File: src/rtl/serial_digit_adder.sv
// Digit-serial adder/subtractor: WIDTH-bit operands processed DIGIT bits
// per clock, LSB digit first, with valid/ready handshakes on both sides.
module serial_digit_adder #(
  parameter int WIDTH = 16,
  parameter int DIGIT = 4
) (
  input  logic             clk,
  input  logic             rst,
  input  logic             in_valid,
  output logic             in_ready,
  input  logic [WIDTH-1:0] a,
  input  logic [WIDTH-1:0] b,
  input  logic             cin,
  input  logic             sub,
  output logic             out_valid,
  input  logic             out_ready,
  output logic [WIDTH-1:0] s,
  output logic             cout,
  output logic             ovf
);

  localparam int CYCLES = WIDTH / DIGIT;
  localparam int CW = (CYCLES > 1) ? $clog2(CYCLES) : 1;

  typedef enum logic [1:0] {
    IDLE,
    RUN,
    DONE
  } state_t;

  state_t r_state;
  state_t w_next;

  logic [WIDTH-1:0] r_a;
  logic [WIDTH-1:0] r_b;
  logic [WIDTH-1:0] r_res;
  logic [WIDTH-1:0] r_s;
  logic [CW-1:0]    r_cnt;
  logic             r_c;
  logic             r_cout;
  logic             r_ovf;

  logic             w_accept;
  logic             w_last;
  logic [DIGIT:0]   w_dsum;
  logic             w_msb_cin;
  logic [WIDTH-1:0] w_res_next;

  assign in_ready  = (r_state == IDLE) && !rst;
  assign out_valid = (r_state == DONE);
  assign s         = r_s;
  assign cout      = r_cout;
  assign ovf       = r_ovf;

  assign w_accept = in_valid && in_ready;
  assign w_last   = (r_state == RUN) && (r_cnt == CW'(CYCLES - 1));

  assign w_dsum = {1'b0, r_a[DIGIT-1:0]}
                + {1'b0, r_b[DIGIT-1:0]}
                + {{DIGIT{1'b0}}, r_c};

  // Carry into the digit's top bit; on the last digit that bit is the MSB.
  assign w_msb_cin = r_a[DIGIT-1] ^ r_b[DIGIT-1] ^ w_dsum[DIGIT-1];

  assign w_res_next = (WIDTH'(w_dsum[DIGIT-1:0]) << (WIDTH - DIGIT))
                    | (r_res >> DIGIT);

  always_ff @(posedge clk or posedge rst) begin
    if (rst) begin
      r_state <= IDLE;
    end else begin
      r_state <= w_next;
    end
  end

  always_comb begin
    w_next = r_state;
    unique case (r_state)
      IDLE: if (w_accept) w_next = RUN;
      RUN:  if (w_last) w_next = DONE;
      DONE: if (out_ready) w_next = IDLE;
      default: w_next = IDLE;
    endcase
  end

  always_ff @(posedge clk or posedge rst) begin
    if (rst) begin
      r_a    <= '0;
      r_b    <= '0;
      r_c    <= 1'b0;
      r_cnt  <= '0;
      r_res  <= '0;
      r_s    <= '0;
      r_cout <= 1'b0;
      r_ovf  <= 1'b0;
    end else if (w_accept) begin
      r_a   <= a;
      r_b   <= sub ? ~b : b;
      r_c   <= sub ? ~cin : cin;
      r_cnt <= '0;
      r_res <= '0;
    end else if (r_state == RUN) begin
      r_a   <= r_a >> DIGIT;
      r_b   <= r_b >> DIGIT;
      r_c   <= w_dsum[DIGIT];
      r_res <= w_res_next;
      r_cnt <= r_cnt + 1'b1;
      if (w_last) begin
        r_s    <= w_res_next;
        r_cout <= w_dsum[DIGIT];
        r_ovf  <= w_msb_cin ^ w_dsum[DIGIT];
      end
    end
  end

endmodule

File: config.mk
export PLATFORM = sky130hd
export DESIGN_NAME = serial_digit_adder
export DESIGN_NICKNAME = d
export VERILOG_FILES = /design/src/rtl/serial_digit_adder.sv
export SDC_FILE = /design/constraint.sdc
export NUM_CORES = 1
export LEC_CHECK = 0
export ABC_AREA = 1
export BUFFER_PORTS_ARGS = -buffer_cell sky130_fd_sc_hd__buf_2
export CORE_UTILIZATION = 35
export CTS_CLUSTER_SIZE = 20
export DETAILED_ROUTE_END_ITERATION = 7
export GPL_ROUTABILITY_DRIVEN = 1
export GPL_TIMING_DRIVEN = 0
export SLEW_MARGIN = 10
export SYNTH_ARGS = -nofsm -noshare
export SYNTH_HDL_FRONTEND = slang
export SYNTH_SLANG_ARGS = --single-unit
File: constraint.sdc
create_clock -name clk -period 2.6 [get_ports clk]
set_clock_uncertainty 0.2 [all_clocks]
set_input_delay 0.52 -clock clk [delete_from_list [all_inputs] [get_ports clk]]
set_output_delay 0.52 -clock clk [all_outputs]
set_load 0.02 [all_outputs]
==> run_results.csv, run 1 <==
group,metric,value,unit
sta,rsz0062_at_grt,"no",
logic_synthesis,syn_nets,392,
setup_path,cp-startpoint,"rst",
setup_path,start_kind,"input pin",
clock_tree,cts.htree.levels,3,
logic_synthesis,synth_top_flop_cell,"dfrtp_1",
floorplan,start_util,36.0,%
logic_synthesis,async_reset_ff_share,100,%
clock_tree,cts_setup_buffers,0,
clock_tree,cts_buffers,9,
setup_path,cp.required,1880,ps
power_and_ir_drop,ir_drop,0.000375,V
sta,relSlewSlack,64.1,%
global_routing,track_usage,17.5,%
job,cap_violations,0,
logic_synthesis,syn_area,3130,sq um
setup_path,r2r-end,"ovf$_DFFE_PP0P_",
sta,hold_violations,0,
clock_tree,holdBufCountCts,1,
logic_synthesis,synth_top_cell_by_area,"dfrtp_1",
clock_tree,cts_sinks,67,
route,totalWireLength,6.85,mm
worst_hold_path,min_path_type,"in -> reg",
logic_synthesis,synth.distinct_cells,24,
run_status,outcome,"complete, no violations",
placement,pre_cts_ws,487,ps
power_and_ir_drop,p_int,2.58,mW
floorplan,num_rows,34,
setup_path,rr_startpoint,"r_a[0]$_DFFE_PP0P_",
cells_and_area,syn_to_final_growth,20.5,%
global_routing,antenna_found_initial,0,
route,detail_route.vias_per_cell,4.75,
logic_synthesis,syn_inst,348,
cells_and_area,fin_util,43.4,%
placement,portBuffers,56,
sta,holdWs,138,ps
route,first_iter_violations,85,
logic_synthesis,synth_top_area_share,53.6,%
route,avgRoutedWirePerCell,12.9,um
sta,worst_pin_slew,538,ps
clock_tree,cts_root_buffer,"clkbuf_8",
cells_and_area,fillers,894,
global_routing,grt_max_degree,44,
sta,setup_viol,0,
setup_path,cp-end-kind,"primary output",
power_and_ir_drop,clkPwrFrac,19.4,%
logic_synthesis,ys_top_cells_by_area,"dfrtp_1 54%, nand2_1 12%, nand3_1 9.8%, o21ai_0 4.3%, xor2_1 3.9%",
cells_and_area,layout_commonest_cell,"nand2_1",
global_routing,grt_pass1_wl,12.1,mm
global_routing,grt_pass1_vias,2539,
sta,fmax,449,MHz
clock_tree,cts_tree,"yes",
route,firstDrtPassIters,4,
floorplan,die_area,9310,sq um
floorplan,die_w,96.5,um
logic_synthesis,synth_seq_cells,67,
floorplan,ioPinCount,58,
logic_synthesis,ys_seq_area_share,53.6,%
sta,setup_ws,375,ps
power_and_ir_drop,combinationalPowerShare,41.1,%
power_and_ir_drop,power.leakage,1.98,nW
cells_and_area,nNetsFinal,461,
cells_and_area,diodes,0,
clock_tree,clk_pin_slew,80,ps
sta,fin_crit_sh,85.6,%
floorplan,chipHeight,96.5,um
setup_path,crit_type,"in -> out",
route,ant_nets,0,
clock_tree,cts_max_path_buffers,2,
logic_synthesis,syn-mean-instance-area,8.98,sq um
setup_path,reg2regPathDepth,8,
placement,hpwl,4.98,mm
global_routing,overflow,0,
route,vias,2519,
setup_path,rrSetupSlack,480,ps
cells_and_area,final_cell_mix,"104 x nand2_1, 67 x dfrtp_1, 66 x buf_2",
route,route.detailed.drc,0,
logic_synthesis,synth_edf_count,0,
clock_tree,post_cts_resized,0,
power_and_ir_drop,switching_share,41.4,%
power_and_ir_drop,p_total,4.39,mW
power_and_ir_drop,power_frac_seq,39.5,%
sta,min_period,2230,ps
placement,gp_congestion,0.756,
floorplan,core,8680,sq um
power_and_ir_drop,switchingPower,1.82,mW
setup_path,critPathCapture,"in_ready",
setup_path,arrival,1510,ps
clock_tree,clkLatencyLatePin,350,ps
setup_path,cpPeakStageDelay,530,ps
power_and_ir_drop,power_density,1170,nW/um^2
sta,drv_slew,0,
cells_and_area,drive_gt1_share,25.8,%
setup_path,critPathMostFrequentCell,"buf_2",
sta,tns,0,ps
logic_synthesis,ys_warn_count,0,
setup_path,crit_chain,"dlygate4sd3_1 > buf_2 > nor2_4 > buf_2",
setup_path,crit_path_max_fanout,2,
setup_path,slowest_stage,"dlygate4sd3_1",
-- cells in the mapped netlist, drive strengths merged, types with 2 or more instances --
cell type  count
fa             2
buf           18
ha             4
nand2        112
xor2          14
xnor2          4
nor2           6
inv           22
dfrtp         67
o21ai         28
nand3         67
clkbuf         2
-- power groups by stage --
| stage | clock (mW) | sequential [mW] | combinational (mW) |
|---|---|---|---|
| floorplan | 0 | 1.86 | 1.17 |
| global placement | 0 | 1.74 | 1.79 |
| detailed placement | 0 | 1.76 | 1.82 |
| CTS | 0.879 | 1.74 | 1.83 |
| global route | 0.932 | 1.79 | 2.10 |
| finish | 0.854 | 1.73 | 1.81 |
-- final cells by class --
class | count | area (sq um) | area share, %
multi-input cells | 239 | 1250 | 33.2
repair buffers | 58 | 310 | 8.24
plain buffers | 20 | 118 | 3.12
flip-flops and latches | 67 | 1680 | 44.5
clock inverters | 7 | 68.8 | 1.83
inverters | 22 | 85.1 | 2.26
well taps | 108 | 135 | 3.59
clock buffers | 9 | 124 | 3.29
-- how the worst min path moves through the flow --
stage	cells past startpoint	slack, ps	startpoint	endpoint
2_1_floorplan	1	250	r_cnt[0]$_DFFE_PP0P_	r_cnt[0]$_DFFE_PP0P_
3_3_place_gp	2	260	s[3]$_DFFE_PP0P_	s[3]$_DFFE_PP0P_
3_5_place_dp	2	260	s[15]$_DFFE_PP0P_	s[15]$_DFFE_PP0P_
4_1_cts	2	130	out_ready	r_state[1]$_DFFE_PP0P_
5_1_grt	2	150	out_ready	r_state[1]$_DFFE_PP0P_
6_report	2	140	out_ready	r_state[1]$_DFFE_PP0P_
-- layer usage --
metal,vias up,GRT usage (%),share of wire (%)
met1,1182,21.2,46
met5,-,0,0
met2,69,29.8,48
met3,10,4.46,4.7
li1,1258,-,-
met4,0,6.62,1.4
-- state kept, by name (all words and copies together), names as in the netlist --
register / count
r_cnt: 2
s: 16
r_a: 16
cout: 1
r_state: 2
r_b: 16
r_res: 12
r_c: 1
ovf: 1
-- logic make-up (layout without fill, tap and decap cells) --
group / after synthesis / after routing / synth area share [%]
flops: 67 / 67 / 53.6
fa+ha+maj: 6 / 6 / 2.88
compound gates: 30 / 30 / 4.88
xor+xnor: 18 / 18 / 5.04
simple gates: 185 / 185 / 27.1
buf+inv: 42 / 116 / 6.40
-- critical path, delay by kind of cell --
family,cells,cell delay (ps)
simple gates,1,130
buf+inv,3,850
-- stage by stage --
step | std cells | cell area [sq um]
floorplan | 348 | 3130
detailed placement | 513 | 3560
finish | 530 | 3770
CTS | 530 | 3770
global placement | 512 | 3540
global route | 530 | 3770
Power figures use the tool's default switching activity.
==> inputs of run 2 (changes only) <==
Settings changed: GPL_TIMING_DRIVEN 0 to unset, SETUP_SLACK_MARGIN set to 0.2.
Clock period 2.6 ns to 2.8 ns, I/O delays scaled along.
==> run 2 against run 1 <==
Effect of this change:
- worst hold slack improved by 15 ps
- first-iteration DRC count increased by 11%
- critical path type is now reg -> reg
- power decreased by 7.8%
- combinational power decreased by 13%
- register-to-register slack improved by 280 ps
- sequential power decreased by 7%
- non-clock buffer count decreased by 17
==> run_results.csv, run 2 (same netlist as run 1, synthesis figures left out) <==
group,metric,value,unit
run_status,outcome,"complete, no violations",
route,firstDrtPassIters,4,
floorplan,num_rows,34,
floorplan,ioPinCount,58,
setup_path,crit_path_max_fanout,2,
setup_path,rr_startpoint,"r_a[0]$_DFFE_PP0P_",
job,cap_violations,0,
global_routing,overflow,0,
power_and_ir_drop,ir_drop,0.000439,V
setup_path,cp_num_buf_inv,1,
floorplan,start_util,36.0,%
worst_hold_path,min_path_type,"in -> async",
clock_tree,cts_sinks,67,
route,detail_route.vias_per_cell,4.74,
power_and_ir_drop,p_total,4.05,mW
setup_path,r2r-end,"ovf$_DFFE_PP0P_",
global_routing,grt_pass1_wl,10.8,mm
setup_path,rrSetupSlack,760,ps
sta,setup_ws,762,ps
cells_and_area,fillers,915,
cells_and_area,drive_gt1_share,24.0,%
setup_path,cpPeakStageDelay,460,ps
cells_and_area,layout_commonest_cell,"nand2_1",
cells_and_area,design_area,3690,sq um
placement,gp_congestion,0.729,
clock_tree,cts_tree,"yes",
setup_path,crit_chain,"fa_1 > fa_1 > nand3_1 > inv_1 > nor2_1 > nand2_1 > nand3_1 > nand2_1",
clock_tree,cts_max_path_buffers,2,
sta,hold_violations,0,
global_routing,gr-max-usage-layer,"met2",
clock_tree,clk_pin_slew,80,ps
clock_tree,cts_root_buffer,"clkbuf_8",
route,first_iter_violations,94,
floorplan,chipHeight,96.5,um
clock_tree,cts.htree.levels,3,
setup_path,crit_type,"reg -> reg",
placement,portBuffers,57,
cells_and_area,final_cell_mix,"104 x nand2_1, 67 x dfrtp_1, 61 x nand3_1",
sta,relSlewSlack,53.4,%
global_routing,track_usage,15.2,%
setup_path,arrival,2060,ps
setup_path,cp.required,2820,ps
global_routing,grt_pass1_vias,2401,
cells_and_area,final_cell_count_no_fill,513,
global_routing,antenna_found_initial,0,
cells_and_area,diodes,0,
placement,place_area,3470,sq um
floorplan,die_w,96.5,um
placement,pre_cts_ws,759,ps
global_routing,met3_usage,5.32,%
setup_path,cp-end-kind,"register",
sta,worst_pin_slew,698,ps
route,route.detailed.drc,0,
clock_tree,cts_setup_buffers,0,
power_and_ir_drop,power_density,1100,nW/um^2
setup_path,cpLargestDelayFamily,"adder cells",
clock_tree,clkLatencyLatePin,340,ps
route,vias,2434,
cells_and_area,syn_to_final_growth,18.0,%
route,totalWireLength,6.24,mm
cells_and_area,seq_area,1680,sq um
floorplan,core,8680,sq um
cells_and_area,nNetsFinal,444,
route,avgRoutedWirePerCell,12.2,um
sta,rsz0062_at_grt,"no",
setup_path,reg2regPathDepth,8,
clock_tree,cts_buffers,9,
sta,fin_crit_sh,72.8,%
clock_tree,post_cts_resized,0,
route,ant_nets,0,
setup_path,start_kind,"register",
power_and_ir_drop,power.leakage,1.94,nW
clock_tree,holdBufCountCts,0,
global_routing,use_met1,18.3,%
placement,hpwl,4.20,mm
sta,min_period,2040,ps
sta,tns,0,ps
floorplan,die_area,9310,sq um
setup_path,slowest_stage,"fa_1",
global_routing,grt_max_degree,40,
cells_and_area,multi_input_area,1250,sq um
sta,fmax,491,MHz
sta,setup_viol,0,
global_routing,grt_use_met2,25.8,%
placement,placed_cells,497,
sta,drv_slew,0,
run 2: cell type report:
| class | count | area share [%] |
|---|---|---|
| clock inverter | 6 | 2.44 |
| sequential | 67 | 45.5 |
| timing repair buffer | 61 | 8.89 |
| inverter | 22 | 2.24 |
| clock buffer | 10 | 3.46 |
| tap | 108 | 3.66 |
| multi-input combinational | 239 | 33.9 |
run 2: worst max-delay path by stage:
stage / to / from / cells past startpoint
global placement: ovf$_DFFE_PP0P_ / r_a[0]$_DFFE_PP0P_ / 8
finish: ovf$_DFFE_PP0P_ / r_a[0]$_DFFE_PP0P_ / 8
global route: ovf$_DFFE_PP0P_ / r_a[0]$_DFFE_PP0P_ / 8
detailed placement: ovf$_DFFE_PP0P_ / r_a[0]$_DFFE_PP0P_ / 8
floorplan: cout$_DFFE_PP0P_ / rst / 1
CTS: ovf$_DFFE_PP0P_ / r_a[0]$_DFFE_PP0P_ / 8
run 2: per-stage QoR:
stage	utilization, %	hold WS, ps
floorplan	-	250
global placement	40.0	258
detailed placement	40.0	263
CTS	42.5	173
global route	42.5	193
finish	42.5	153
run 2: where the power goes:
| group | internal, mW | switching (mW) | leakage (nW) | total, mW |
|---|---|---|---|---|
| registers | 1.39 | 0.223 | 0.866 | 1.61 |
| logic | 0.542 | 1.02 | 0.963 | 1.57 |
| clock network | 0.503 | 0.370 | 0.106 | 0.873 |
run 2: metal layers:
metal / vias to the layer above / part of all wire (%)
met2: 65 / 47
met3: 5 / 5.2
met4: 0 / 0.85
li1: 1223 / -
met1: 1141 / 47
met5: - / 0
